<file path="config.mk">
export PLATFORM = sky130hd
export DESIGN_NAME = cal_seq_flat
export DESIGN_NICKNAME = d
export VERILOG_FILES = /design/src/rtl/cal_pkg.sv /design/src/rtl/cal_seq_if.sv /design/src/rtl/cal_tmr.sv /design/src/rtl/cal_seq.sv /design/src/flat_wrapper.sv
export SDC_FILE = /design/constraint.sdc
export NUM_CORES = 1
export LEC_CHECK = 0
export ABC_AREA = 1
export CORE_ASPECT_RATIO = 1.25
export CORE_MARGIN = 2
export CORE_UTILIZATION = 50
export CTS_CLUSTER_DIAMETER = 200
export DETAILED_ROUTE_END_ITERATION = 8
export GPL_ROUTABILITY_DRIVEN = 0
export GPL_TIMING_DRIVEN = 1
export PLACE_DENSITY = 0.75
export SYNTH_ARGS = -nofsm -noshare
export SYNTH_HDL_FRONTEND = slang
export SYNTH_SLANG_ARGS = --single-unit
</file>
<file path="constraint.sdc">
create_clock -name clk -period 3.2 [get_ports clk]
set_input_delay 0.96 -clock clk [delete_from_list [all_inputs] [get_ports clk]]
set_output_delay 0.96 -clock clk [all_outputs]
set_load 0.01 [all_outputs]
</file>
<file path="src/rtl/cal_pkg.sv">
// Shared types and constants for the calibration sequencer.
package cal_pkg;

  // Sequencer states: conversion handshake, four fetch/execute step pairs, terminal states.
  typedef enum logic [3:0] {
    S_IDLE,
    S_CNV,
    S_WAIT,
    S_F0,
    S_X0,
    S_F1,
    S_X1,
    S_F2,
    S_X2,
    S_F3,
    S_X3,
    S_DONE,
    S_ERR
  } state_t;

  // NV_MEM coefficient indices, one per recipe step.
  localparam logic [1:0] C_OFS0  = 2'd0;
  localparam logic [1:0] C_GAIN1 = 2'd1;
  localparam logic [1:0] C_OFS2  = 2'd2;
  localparam logic [1:0] C_GAIN3 = 2'd3;

  localparam int NUM_STEPS = 4;

endpackage

</file>
<file path="src/rtl/cal_seq_if.sv">
// Control bundle between the calibration sequencer and its environment
// (A2D converter, NV_MEM and the calibration datapath).
interface cal_seq_if;
  logic       strt_cal;
  logic       cnv_cmplt;
  logic       strt_cnv;
  logic [1:0] addr;
  logic       selA2D;
  logic       selCoeff;
  logic       selMult;
  logic       enTmp;
  logic       busy;
  logic       cal_done;
  logic       cal_err;

  // Sequencer side: it initiates every datapath operation.
  modport master (
    input  strt_cal, cnv_cmplt,
    output strt_cnv, addr, selA2D, selCoeff, selMult, enTmp, busy, cal_done, cal_err
  );

  // Environment side.
  modport slave (
    output strt_cal, cnv_cmplt,
    input  strt_cnv, addr, selA2D, selCoeff, selMult, enTmp, busy, cal_done, cal_err
  );
endinterface

</file>
<file path="src/rtl/cal_tmr.sv">
// Clearable saturating up-counter with a terminal-count flag, used to bound
// the wait for the A2D conversion. Counts 0..TIMEOUT_CYC-1 and holds there.
module cal_tmr #(
  parameter int TIMEOUT_CYC = 1023
) (
  input  logic clk,
  input  logic rst_n,
  input  logic clr,
  input  logic inc,
  output logic tc
);
  localparam int W = $clog2(TIMEOUT_CYC);
  localparam logic [W-1:0] LIMIT = W'(TIMEOUT_CYC - 1);

  logic [W-1:0] cnt;

  // Count up while enabled, stop at the limit, clear on request.
  // NOTE: sequential state uses non-blocking assignments so every flop samples pre-edge values.
  always_ff @(posedge clk or negedge rst_n) begin
    if (!rst_n) begin
      cnt <= '0;
    end else if (clr) begin
      cnt <= '0;
    end else if (inc && (cnt != LIMIT)) begin
      cnt <= cnt + 1'b1;
    end
  end

  assign tc = (cnt == LIMIT);

endmodule

</file>
<file path="src/rtl/cal_seq.sv">
// Calibration control sequencer: starts an A2D conversion, waits (bounded)
// for it to complete, then steps the four-operation recipe
// (add offset, multiply gain, add offset, multiply gain). Each step is a
// fetch cycle (coefficient address presented to the synchronous NV_MEM)
// followed by an execute cycle (coefficient valid, Temp written).
// All outputs are a Moore decode of the state register.
module cal_seq
  import cal_pkg::*;
#(
  parameter int TIMEOUT_CYC = 1023
) (
  input  logic      clk,
  input  logic      rst_n,
  cal_seq_if.master bus
);

  state_t state;
  state_t state_nxt;
  logic   tmr_clr;
  logic   tmr_inc;
  logic   tmr_tc;

  cal_tmr #(
    .TIMEOUT_CYC(TIMEOUT_CYC)
  ) u_tmr (
    .clk  (clk),
    .rst_n(rst_n),
    .clr  (tmr_clr),
    .inc  (tmr_inc),
    .tc   (tmr_tc)
  );

  // State register.
  always_ff @(posedge clk or negedge rst_n) begin
    if (!rst_n) begin
      state <= S_IDLE;
    end else begin
      state <= state_nxt;
    end
  end

  // Next-state and output decode; the timer only runs in WAIT and is held clear elsewhere.
  // NOTE: every signal gets a default before the case so no path leaves one unassigned (no latches).
  always_comb begin
    state_nxt    = state;
    tmr_clr      = 1'b1;
    tmr_inc      = 1'b0;
    bus.strt_cnv = 1'b0;
    bus.addr     = C_OFS0;
    bus.selA2D   = 1'b0;
    bus.selCoeff = 1'b0;
    bus.selMult  = 1'b0;
    bus.enTmp    = 1'b0;
    bus.busy     = (state != S_IDLE);
    bus.cal_done = 1'b0;
    bus.cal_err  = 1'b0;

    case (state)
      S_IDLE: begin
        if (bus.strt_cal) state_nxt = S_CNV;
      end
      S_CNV: begin
        bus.strt_cnv = 1'b1;
        state_nxt    = S_WAIT;
      end
      S_WAIT: begin
        tmr_clr = 1'b0;
        tmr_inc = 1'b1;
        // A completion on the limit cycle still counts as success.
        if (bus.cnv_cmplt)   state_nxt = S_F0;
        else if (tmr_tc)     state_nxt = S_ERR;
      end
      S_F0: begin
        bus.addr  = C_OFS0;
        state_nxt = S_X0;
      end
      S_X0: begin
        // Temp <- a2d + offset
        bus.addr     = C_OFS0;
        bus.selA2D   = 1'b1;
        bus.selCoeff = 1'b1;
        bus.enTmp    = 1'b1;
        state_nxt    = S_F1;
      end
      S_F1: begin
        bus.addr  = C_GAIN1;
        state_nxt = S_X1;
      end
      S_X1: begin
        // Temp <- Temp * gain
        bus.addr    = C_GAIN1;
        bus.selMult = 1'b1;
        bus.enTmp   = 1'b1;
        state_nxt   = S_F2;
      end
      S_F2: begin
        bus.addr  = C_OFS2;
        state_nxt = S_X2;
      end
      S_X2: begin
        // Temp <- Temp + offset
        bus.addr     = C_OFS2;
        bus.selCoeff = 1'b1;
        bus.enTmp    = 1'b1;
        state_nxt    = S_F3;
      end
      S_F3: begin
        bus.addr  = C_GAIN3;
        state_nxt = S_X3;
      end
      S_X3: begin
        // Temp <- Temp * gain
        bus.addr    = C_GAIN3;
        bus.selMult = 1'b1;
        bus.enTmp   = 1'b1;
        state_nxt   = S_DONE;
      end
      S_DONE: begin
        bus.cal_done = 1'b1;
        state_nxt    = S_IDLE;
      end
      S_ERR: begin
        bus.cal_err = 1'b1;
        state_nxt   = S_IDLE;
      end
      default: begin
        state_nxt = S_IDLE;
      end
    endcase
  end

endmodule

</file>
<file path="src/flat_wrapper.sv">
// flat-port wrapper written by rule: the top's interface ports become plain ports
module cal_seq_flat import cal_pkg::*;
#(
  parameter int TIMEOUT_CYC = 1023
)
  (clk, rst_n, bus_strt_cal, bus_cnv_cmplt, bus_strt_cnv, bus_addr, bus_selA2D, bus_selCoeff, bus_selMult, bus_enTmp, bus_busy, bus_cal_done, bus_cal_err);
  cal_seq_if bus_i ();
  input  logic clk;
  input  logic rst_n;
  input wire logic [$bits(bus_i.strt_cal)-1:0] bus_strt_cal;
  input wire logic [$bits(bus_i.cnv_cmplt)-1:0] bus_cnv_cmplt;
  output wire logic [$bits(bus_i.strt_cnv)-1:0] bus_strt_cnv;
  output wire logic [$bits(bus_i.addr)-1:0] bus_addr;
  output wire logic [$bits(bus_i.selA2D)-1:0] bus_selA2D;
  output wire logic [$bits(bus_i.selCoeff)-1:0] bus_selCoeff;
  output wire logic [$bits(bus_i.selMult)-1:0] bus_selMult;
  output wire logic [$bits(bus_i.enTmp)-1:0] bus_enTmp;
  output wire logic [$bits(bus_i.busy)-1:0] bus_busy;
  output wire logic [$bits(bus_i.cal_done)-1:0] bus_cal_done;
  output wire logic [$bits(bus_i.cal_err)-1:0] bus_cal_err;
  assign bus_i.strt_cal = bus_strt_cal;
  assign bus_i.cnv_cmplt = bus_cnv_cmplt;
  assign bus_strt_cnv = bus_i.strt_cnv;
  assign bus_addr = bus_i.addr;
  assign bus_selA2D = bus_i.selA2D;
  assign bus_selCoeff = bus_i.selCoeff;
  assign bus_selMult = bus_i.selMult;
  assign bus_enTmp = bus_i.enTmp;
  assign bus_busy = bus_i.busy;
  assign bus_cal_done = bus_i.cal_done;
  assign bus_cal_err = bus_i.cal_err;
  cal_seq #(.TIMEOUT_CYC(TIMEOUT_CYC)) u_core (.clk(clk), .rst_n(rst_n), .bus(bus_i));
endmodule
</file>
### Word level (Yosys, flattened, before mapping)

Cells that the tools add are included.
Widths: inputs -> output; s select.

| word-level totals | value |
|---|---|
| logic and storage cells | 45 |
| register bits | 14 |
| output and inout port bits | 10 |
| bits of input ports | 4 |

| cells by class | value |
|---|---|
| mux-type cells | 15 |
| equal/unequal tests | 17 |
| $add $sub $neg | 1 |
| reductions and logical operators | 10 |

Operators with widths:

| operator | count |
|---|---|
| $pmux 4 s11 | 1 |
| $eq 4x4->1 const B | 5 |
| $mux 10 | 2 |
| $eq 4x3->1 const B | 4 |
| $mux 4 | 3 |
| $add 10x1->10 const B | 1 |
| $eq 10x10->1 const B | 1 |
| $ne 10x10->1 const B | 1 |
| $reduce_or 2->1 | 5 |
| $eq 4x2->1 const B | 2 |
| $mux 1 | 8 |
| $pmux 2 s3 | 1 |
| $eq 4x1->1 const B | 1 |
| $logic_not 4->1 | 1 |
| $ne 2x2->1 const B | 2 |
| $reduce_bool 4->1 | 1 |
| $reduce_or 4->1 | 1 |
| $ne 3x2->1 const B | 1 |
| $reduce_and 2->1 | 1 |
| $logic_and 1x1->1 | 1 |

### Longest topological paths before layout

Gate-level depths: netlist (run 1).

| logic depth | value |
|---|---|
| depth after elaboration | 5 |
| mapped depth | 7 |
| depth with buffers taken out | 7 |

### Modules after synthesis

Synthesis (run 1) repeated with hierarchy kept, for this count alone.

| unflattened totals | value |
|---|---|
| cell total of the unflattened synthesis | 136 |
| area, all modules | 984.7 µm² |

By module, submodules not included:

| module | cells each | seq. area each (µm²) | area an instance (µm²) | instances |
|---|---|---|---|---|
| cal_tmr | 84 | 250.2 | 663.1 | 1 |
| cal_seq | 52 | 100.1 | 321.6 | 1 |

### Worst setup path before layout (run 1)

Ideal clock, no wire load.

| timing | value |
|---|---|
| path kind | register to output |
| start | register u_core.state[2] |
| end | output bus_selCoeff |
| stages on the path, launching flop included | 6 |
| path buffers | 0 |
| data required time | 2.240 ns |
| path slack | 1.365 ns |
| arrival | 0.875 ns |
| path through | dfrtp_1 > nand2_1 > inv_1 > nor2_2 > inv_1 > nor2_1 |

| on the way | value |
|---|---|
| cells in the longest elaborated chain, start to end | 3 |
| elaborated cells on any way between the ends | 4 |
| classes of those cells | 2 x eq/ne; 1 x mux; 1 x reduce/logical |

Ends and longest elaborated chain:

| element | line | text |
|---|---|---|
| from (decl) | cal_seq.sv:17 | `state_t state;` |
| from (signal assigned) | cal_seq.sv:38 | `state <= state_nxt;` |
| $eq 4x3->1 or $eq 4x4->1 (tied branches) | cal_seq.sv:58 | `case (state)` |
| $reduce_or 2->1 (no source line) * | -- |  |
| $mux 1 * | cal_seq.sv:58 |  |
| to (decl) | flat_wrapper.sv:15 | `output wire logic [$bits(bus_i.selCoeff)-1:0] bus_selCoeff;` |

Every way passes the cells marked *; elsewhere a longest branch is shown, timed or not.

### Final worst setup path (run 1)

| timing | value |
|---|---|
| start | register u_core.state[2] |
| end | output bus_addr[0] |

| on the way | value |
|---|---|
| cells in the longest elaborated chain, start to end | 3 |
| elaborated cells on any way between the ends | 10 |
| classes of those cells | 6 x eq/ne; 1 x mux; 3 x reduce/logical |

Ends and longest elaborated chain:

| element | line | text |
|---|---|---|
| $eq 4x4->1 or $eq 4x3->1 (tied branches) | cal_seq.sv:58 |  |
| $reduce_or 2->1 (no source line) | -- |  |
| $pmux 2 s3 * | cal_seq.sv:58 |  |
| to (decl) | flat_wrapper.sv:13 | `output wire logic [$bits(bus_i.addr)-1:0] bus_addr;` |

Marked as above.

==> run_results.csv, run 1 <==
group,metric,value,unit
global_routing,antenna_found_initial,0,
yosys,synthCells,126,
route,drc,0,
clock_tree,cts-root-to-sink-buffers,2,
global_routing,grt_max_degree,15,
timing,setup_repair_after_global_routing_missed_its_margin,"no",
floorplan,floorplan.initialDensity,52.45,%
pwr,vdd_drop_max,0.0005325,V
clock_tree,h_tree_lvl_count,1,
yosys,number_of_synthesized_register_bits,14,
finish,insertedDiodeCount,0,
global_routing,grt_pass1_vias,848,
setup_path,worst-setup-path-type,"register to output pin",
timing,slew_headroom,59.16,%
setup_path,critical_path.reg2reg.endpoint,"u_core.u_tmr.cnt[8]$_DFFE_PN0P_",
worst_hold_path,timing.hold.worst_path_depth,2,
finish,fraction_of_final_layout_cells_with_drive_strength_greater_than_1,14.08,%
yosys,postSynthNetCount,132,
yosys,synth.top_cell.area_share,37.84,%
worst_hold_path,hold-path-endpoint,"u_core.u_tmr.cnt[0]$_DFFE_PN0P_",
floorplan,number_of_cell_rows,17,
global_routing,total_routing_resource_utilization_after_global_routing,20.87,%
yosys,synth_top_cells_by_area,"dfrtp_1 (38%), nand2_1 (12%), inv_1 (7.7%), nor2_1 (6.9%), nor2_4 (4.9%)",
route,route.detailed.vias_per_inst,5.174,
timing,fin_worst_skew,3.322,ps
timing,tns,0,ps
outcome,run_status,"complete, no violations",
setup_path,rrSetupSlack,1880,ps
finish,syn2layout_area_growth,19.05,%
timing,timing.final.max_slew_violations,0,
clock_tree,tritoncts.num_buffers,3,
route,route.detailed.wl_per_inst,11.47,microns
route,wirelength,1847,microns
setup_path,worstReg2RegStart,"u_core.u_tmr.cnt[1]$_DFFE_PN0P_",
setup_path,worstPathArrival,1700,ps
route,route.antenna.remaining_nets,0,
route,drt_pass_1_iters,4,
placed_design,dp.final_hpwl,1499,microns
timing,finalHoldViolations,0,
clock_tree,post_cts_buffers,0,
clock_tree,root_cell_of_the_clock_tree,"clkbuf_4",
yosys,mappedNetlistArea,925.9,sq um
timing,layout_worst_path_cycle_share,83.21,%
finish,final_net_count,150,
floorplan,chipHeight,52.11,microns
setup_path,crit_path_max_fanout,6,
placed_design,dpl-instance-area,1080,sq um
floorplan,ios,14,
finish,fillers,173,
clock_tree,clk_latency,270,ps
job,maxCapViolations,0,
worst_hold_path,hold_path.class,"register to register",
setup_path,start_kind,"register",
clock_tree,clock_sinks,14,
worst_hold_path,min-delay-start,"u_core.u_tmr.cnt[0]$_DFFE_PN0P_",
clock_tree,cts.hold.buffers_added,0,
yosys,ys_seq_area_share,37.84,%
setup_path,ff2ff_path_depth,6,
setup_path,kind_of_end_point_of_the_critical_path,"output pin",
yosys,syn_area_per_cell,7.348,sq um
global_routing,overflow,0,
route,dr_iter_0_viols,17,
setup_path,worst-endpoint-required,2240,ps
yosys,synthesis.yosys.warnings,0,
timing,period_needed,2663,ps
clock_tree,post_cts_resized,0,
global_routing,grt_pass1_wl,3470,microns
yosys,yosysTopAreaCell,"dfrtp_1",
pwr,static-leakage-power,0.0005762,uW
clock_tree,clk_pin_slew,80,ps
timing,worst_pin_slew,610.7,ps
route,via_count,833,
floorplan,placeable_core_region,1765,sq um
pwr,power.density_cell_area,643.3,nW/um^2
finish,design_area,1102,sq um
yosys,yosys.cell_types.count,24,
floorplan,die_width,42.49,microns
timing,fmax_achieved,0.3756,GHz
timing,setup-violations-final,0,
clock_tree,cts_tree,"done",
placed_design,buffer_ports.inserted,13,
floorplan,die_area,2214,sq um
==> power breakdown <==
part	internal, uW	switching [uW]
Sequential	207	45.7
Clock	43.5	48.8
Combinational	159	205
Total	410	299
==> state kept, by name, summed over array words and instances, names as in the netlist <==
| name | cells |
|---|---|
| u_core.u_tmr.cnt | 10 |
| u_core.state | 4 |
==> kinds of logic after synthesis <==
family                   share of synthesized area [%]
AND/OR/NAND/NOR                                  42.03
XOR/XNOR                                         2.838
buffers and inverters                            8.514
AO/OA/AOI/OAI                                    6.081
flip-flops                                       37.84
adder cells (fa/ha/maj)                          2.702
==> synth_stat cells, drive strengths merged <==
cell type	instances
ha	2
nor2	23
dfrtp	14
inv	21
o21ai	4
nand4	3
nand3b	2
a21o	1
a21oi	4
nand3	8
nor3	3
xor2	1
xnor2	2
nand2	35
o21bai	1
or2	2
==> worst max path at each step <==
stage / from / end / slack (ps) / cells after the start
finish: u_core.state[2]$_DFFE_PN0P_ / bus_addr[0] / 540 / 6
global route: u_core.state[3]$_DFFE_PN0P_ / bus_addr[1] / 420 / 4
CTS: u_core.state[2]$_DFFE_PN0P_ / bus_addr[0] / 520 / 6
detailed placement: u_core.state[2]$_DFFE_PN0P_ / bus_addr[0] / 840 / 6
global placement: u_core.state[2]$_DFFE_PN0P_ / bus_addr[0] / 850 / 6
floorplan: u_core.state[2]$_DFFE_PN0P_ / bus_selCoeff / 1360 / 5
==> routing by layer <==
layer / wire, microns / vias to the layer above / global-route usage [%]
met5: 0 / - / 0
met2: 1022 / 20 / 39.74
met3: 30 / 2 / 1.042
met4: 19 / 0 / 9.375
li1: - / 425 / -
met1: 775 / 386 / 23.68
==> stage by stage <==
stage | setup WS [ps] | std cells | total power [uW] | hold slack [ps] | utilization [%]
finish | 537.3 | 161 | 709.1 | 531.3 | 62.44
global route | 415.9 | 161 | 782.8 | 569.3 | 62.44
CTS | 517.3 | 161 | 719.7 | 531.9 | 62.44
detailed placement | 836.3 | 158 | 619.9 | 513.5 | 61.16
global placement | 849.4 | 158 | 615.8 | 522.6 | 61.16
floorplan | 1365 | 126 | 475.8 | 491.5 | -
==> cell type report <==
type | count | area (sq um) | share of cell area [%]
Clock buffer | 3 | 22.52 | 2.043
Multi-Input combinational cell | 91 | 496.7 | 45.06
Tap cell | 19 | 23.77 | 2.157
Inverter | 21 | 78.83 | 7.151
Timing Repair Buffer | 13 | 130.1 | 11.80
Sequential cell | 14 | 350.3 | 31.78
==> critical path, stage by stage, from the launching register on <==
cell and delay [ps]:
dfrtp_1 460, nand2_1 120, inv_1 50, nor2_2 110, o21ai_0 90, inv_1 80
clkdlybuf4s50_1 530
==> layout by cell type, fill, tap and decap left out, drive strengths merged, types with 2 or more instances in the layout <==
cell	n
nand2	35
nor2	23
inv	21
dfrtp	14
clkdlybuf4s50	13
nand3	8
a21oi	4
o21ai	4
nor3	3
clkbuf	3
nand4	3
nand3b	2
xnor2	2
ha	2
or2	2
No activity file was read; power rests on OpenSTA's default activity.
==> inputs of run 2 (changes only) <==
Clock period 3.2 ns to 2.48 ns, I/O delays scaled along.
==> run 2 against run 1 <==
Compared with the run above:
- combinational power is 27% higher
- sequential cell count stayed put
- highest routed layer unchanged
- power grew 29%
- cell count unchanged
- largest cell class unchanged
==> run_results.csv, run 2 (synthesis gave the netlist of run 1 again) <==
group,metric,value,unit
clock_tree,h_tree_lvl_count,1,
setup_path,start_kind,"register",
timing,worst_pin_slew,610.8,ps
floorplan,die_area,2214,sq um
global_routing,grt_pass1_vias,848,
global_routing,grt_pass1_wl,3470,microns
timing,layout_worst_path_cycle_share,94.70,%
timing,setup_repair_after_global_routing_missed_its_margin,"no",
route,route.antenna.remaining_nets,0,
route,route.detailed.vias_per_inst,5.149,
worst_hold_path,timing.hold.worst_path_depth,2,
floorplan,ios,14,
clock_tree,root_cell_of_the_clock_tree,"clkbuf_4",
job,maxCapViolations,0,
clock_tree,post_cts_resized,0,
pwr,power.density_cell_area,814.9,nW/um^2
timing,setup-violations-final,0,
outcome,run_status,"complete, no violations",
finish,number_of_flip_flops_under_the_largest_register_name,10,
setup_path,rrSetupSlack,1170,ps
timing,finalHoldViolations,0,
finish,largest-register,"u_core.u_tmr.cnt",
global_routing,total_routing_resource_utilization_after_global_routing,20.87,%
timing,tns,0,ps
finish,insertedDiodeCount,0,
setup_path,worst-setup-path-type,"register to output pin",
timing,fin_worst_skew,3.638,ps
floorplan,chipHeight,52.11,microns
route,drc,0,
setup_path,kind_of_end_point_of_the_critical_path,"output pin",
floorplan,floorplan.initialDensity,52.45,%
finish,mostFrequentLayoutCell,"nand2_1",
clock_tree,cts-root-to-sink-buffers,2,
clock_tree,clk_latency,270,ps
finish,syn2layout_area_growth,21.35,%
clock_tree,post_cts_buffers,0,
setup_path,ff2ff_path_depth,6,
route,drt_pass_1_iters,4,
timing,slew_headroom,59.15,%
clock_tree,tritoncts.num_buffers,3,
setup_path,worstReg2RegStart,"u_core.u_tmr.cnt[1]$_DFFE_PN0P_",
worst_hold_path,min-delay-start,"u_core.u_tmr.cnt[0]$_DFFE_PN0P_",
timing,timing.final.max_slew_violations,0,
floorplan,placeable_core_region,1765,sq um
finish,highest_count_cells_in_the_layout_ignoring_fill_and_taps,"nand2_1 (28), inv_1 (19), nor2_1 (17)",
clock_tree,cts.hold.buffers_added,0,
finish,utilization,63.64,%
setup_path,critical_path.reg2reg.endpoint,"u_core.u_tmr.cnt[8]$_DFFE_PN0P_",
route,via_count,829,
placed_design,buffer_ports.inserted,13,
route,wirelength,1846,microns
finish,fraction_of_final_layout_cells_with_drive_strength_greater_than_1,16.90,%
global_routing,grt_max_degree,15,
setup_path,crit_path_max_fanout,5,
clock_tree,cts_tree,"done",
timing,fmax_achieved,0.4258,GHz
clock_tree,clock_sinks,14,
floorplan,number_of_cell_rows,17,
clock_tree,clk_pin_slew,80,ps
floorplan,die_width,42.49,microns
finish,reg_top3,"u_core.u_tmr.cnt: 10 flops, u_core.state: 4 flops",
pwr,vdd_drop_max,0.0006762,V
timing,period_needed,2349,ps
setup_path,worstPathArrival,1600,ps
global_routing,overflow,0,
placed_design,dp.final_hpwl,1499,microns
setup_path,worst-endpoint-required,1740,ps
finish,final_net_count,150,
pwr,static-leakage-power,0.0006557,uW
worst_hold_path,hold_path.class,"register to register",
route,route.detailed.wl_per_inst,11.47,microns
worst_hold_path,hold-path-endpoint,"u_core.u_tmr.cnt[0]$_DFFE_PN0P_",
route,dr_iter_0_viols,15,
global_routing,antenna_found_initial,0,
==> run 2: where the power goes <==
group          internal (uW)  switching [uW]  leakage, uW
Clock                   56.1            64.3    0.0000138
Combinational            199             265     0.000455
Sequential               269            62.1     0.000187
==> run 2: how the worst max path moves through the flow <==
stage / endpoint / startpoint / cells after the start / slack (ps)
2_1_floorplan: bus_selCoeff / u_core.state[2]$_DFFE_PN0P_ / 5 / 860
3_5_place_dp: bus_addr[0] / u_core.state[2]$_DFFE_PN0P_ / 6 / 330
5_1_grt: bus_selA2D / u_core.state[1]$_DFFE_PN0P_ / 4 / 40
6_report: bus_strt_cnv / u_core.state[0]$_DFFE_PN0P_ / 5 / 130
3_3_place_gp: bus_addr[0] / u_core.state[2]$_DFFE_PN0P_ / 6 / 350
4_1_cts: bus_addr[0] / u_core.state[2]$_DFFE_PN0P_ / 6 / 10
==> run 2: layer usage <==
layer	part of all wire [%]	GRT usage [%]	routed length (microns)
met2	55	39.74	1014
met5	0	0	0
met4	1.0	9.375	19
met1	42	23.68	770
met3	2.2	1.042	41
==> run 2: metrics by stage <==
| stage | instance area [sq um] | setup slack (ps) | total power (uW) | hold WS, ps | instances |
|---|---|---|---|---|---|
| after CTS | 1102 | 13.27 | 928.7 | 531.9 | 161 |
| after global placement | 1080 | 345.4 | 794.6 | 522.6 | 158 |
| after detailed placement | 1080 | 332.3 | 799.9 | 513.5 | 158 |
| final | 1124 | 131.5 | 915.6 | 533.9 | 161 |
| after global routing | 1124 | 35.47 | 1005 | 569.3 | 161 |
| after floorplan | 925.9 | 860.7 | 614.0 | 448.4 | 126 |
==> run 2: final cells by class <==
type / count / area [sq um]
timing repair buffer: 13 / 142.6
inverter: 21 / 78.83
multi-input combinational: 91 / 503.0
clock buffer: 3 / 22.52
fill: 162 / 641.9
sequential: 14 / 352.8
tap: 19 / 23.77
==> run 2: worst max-delay path, cell delays in order, from the launching register on <==
cell and delay, ps:
dfrtp_1 470, inv_1 80, nor2_1 110, nand2_1 90
inv_1 60, clkdlybuf4s50_1 530
==> inputs of run 3 (changes only) <==
Settings changed: MAX_ROUTING_LAYER set to met4.
==> results of run 3 <==
Same layout as run 2: the final DEF is identical, and so are final timing and power.
Main changes from that run: overall routing resource usage 20.87% -> 21.42%
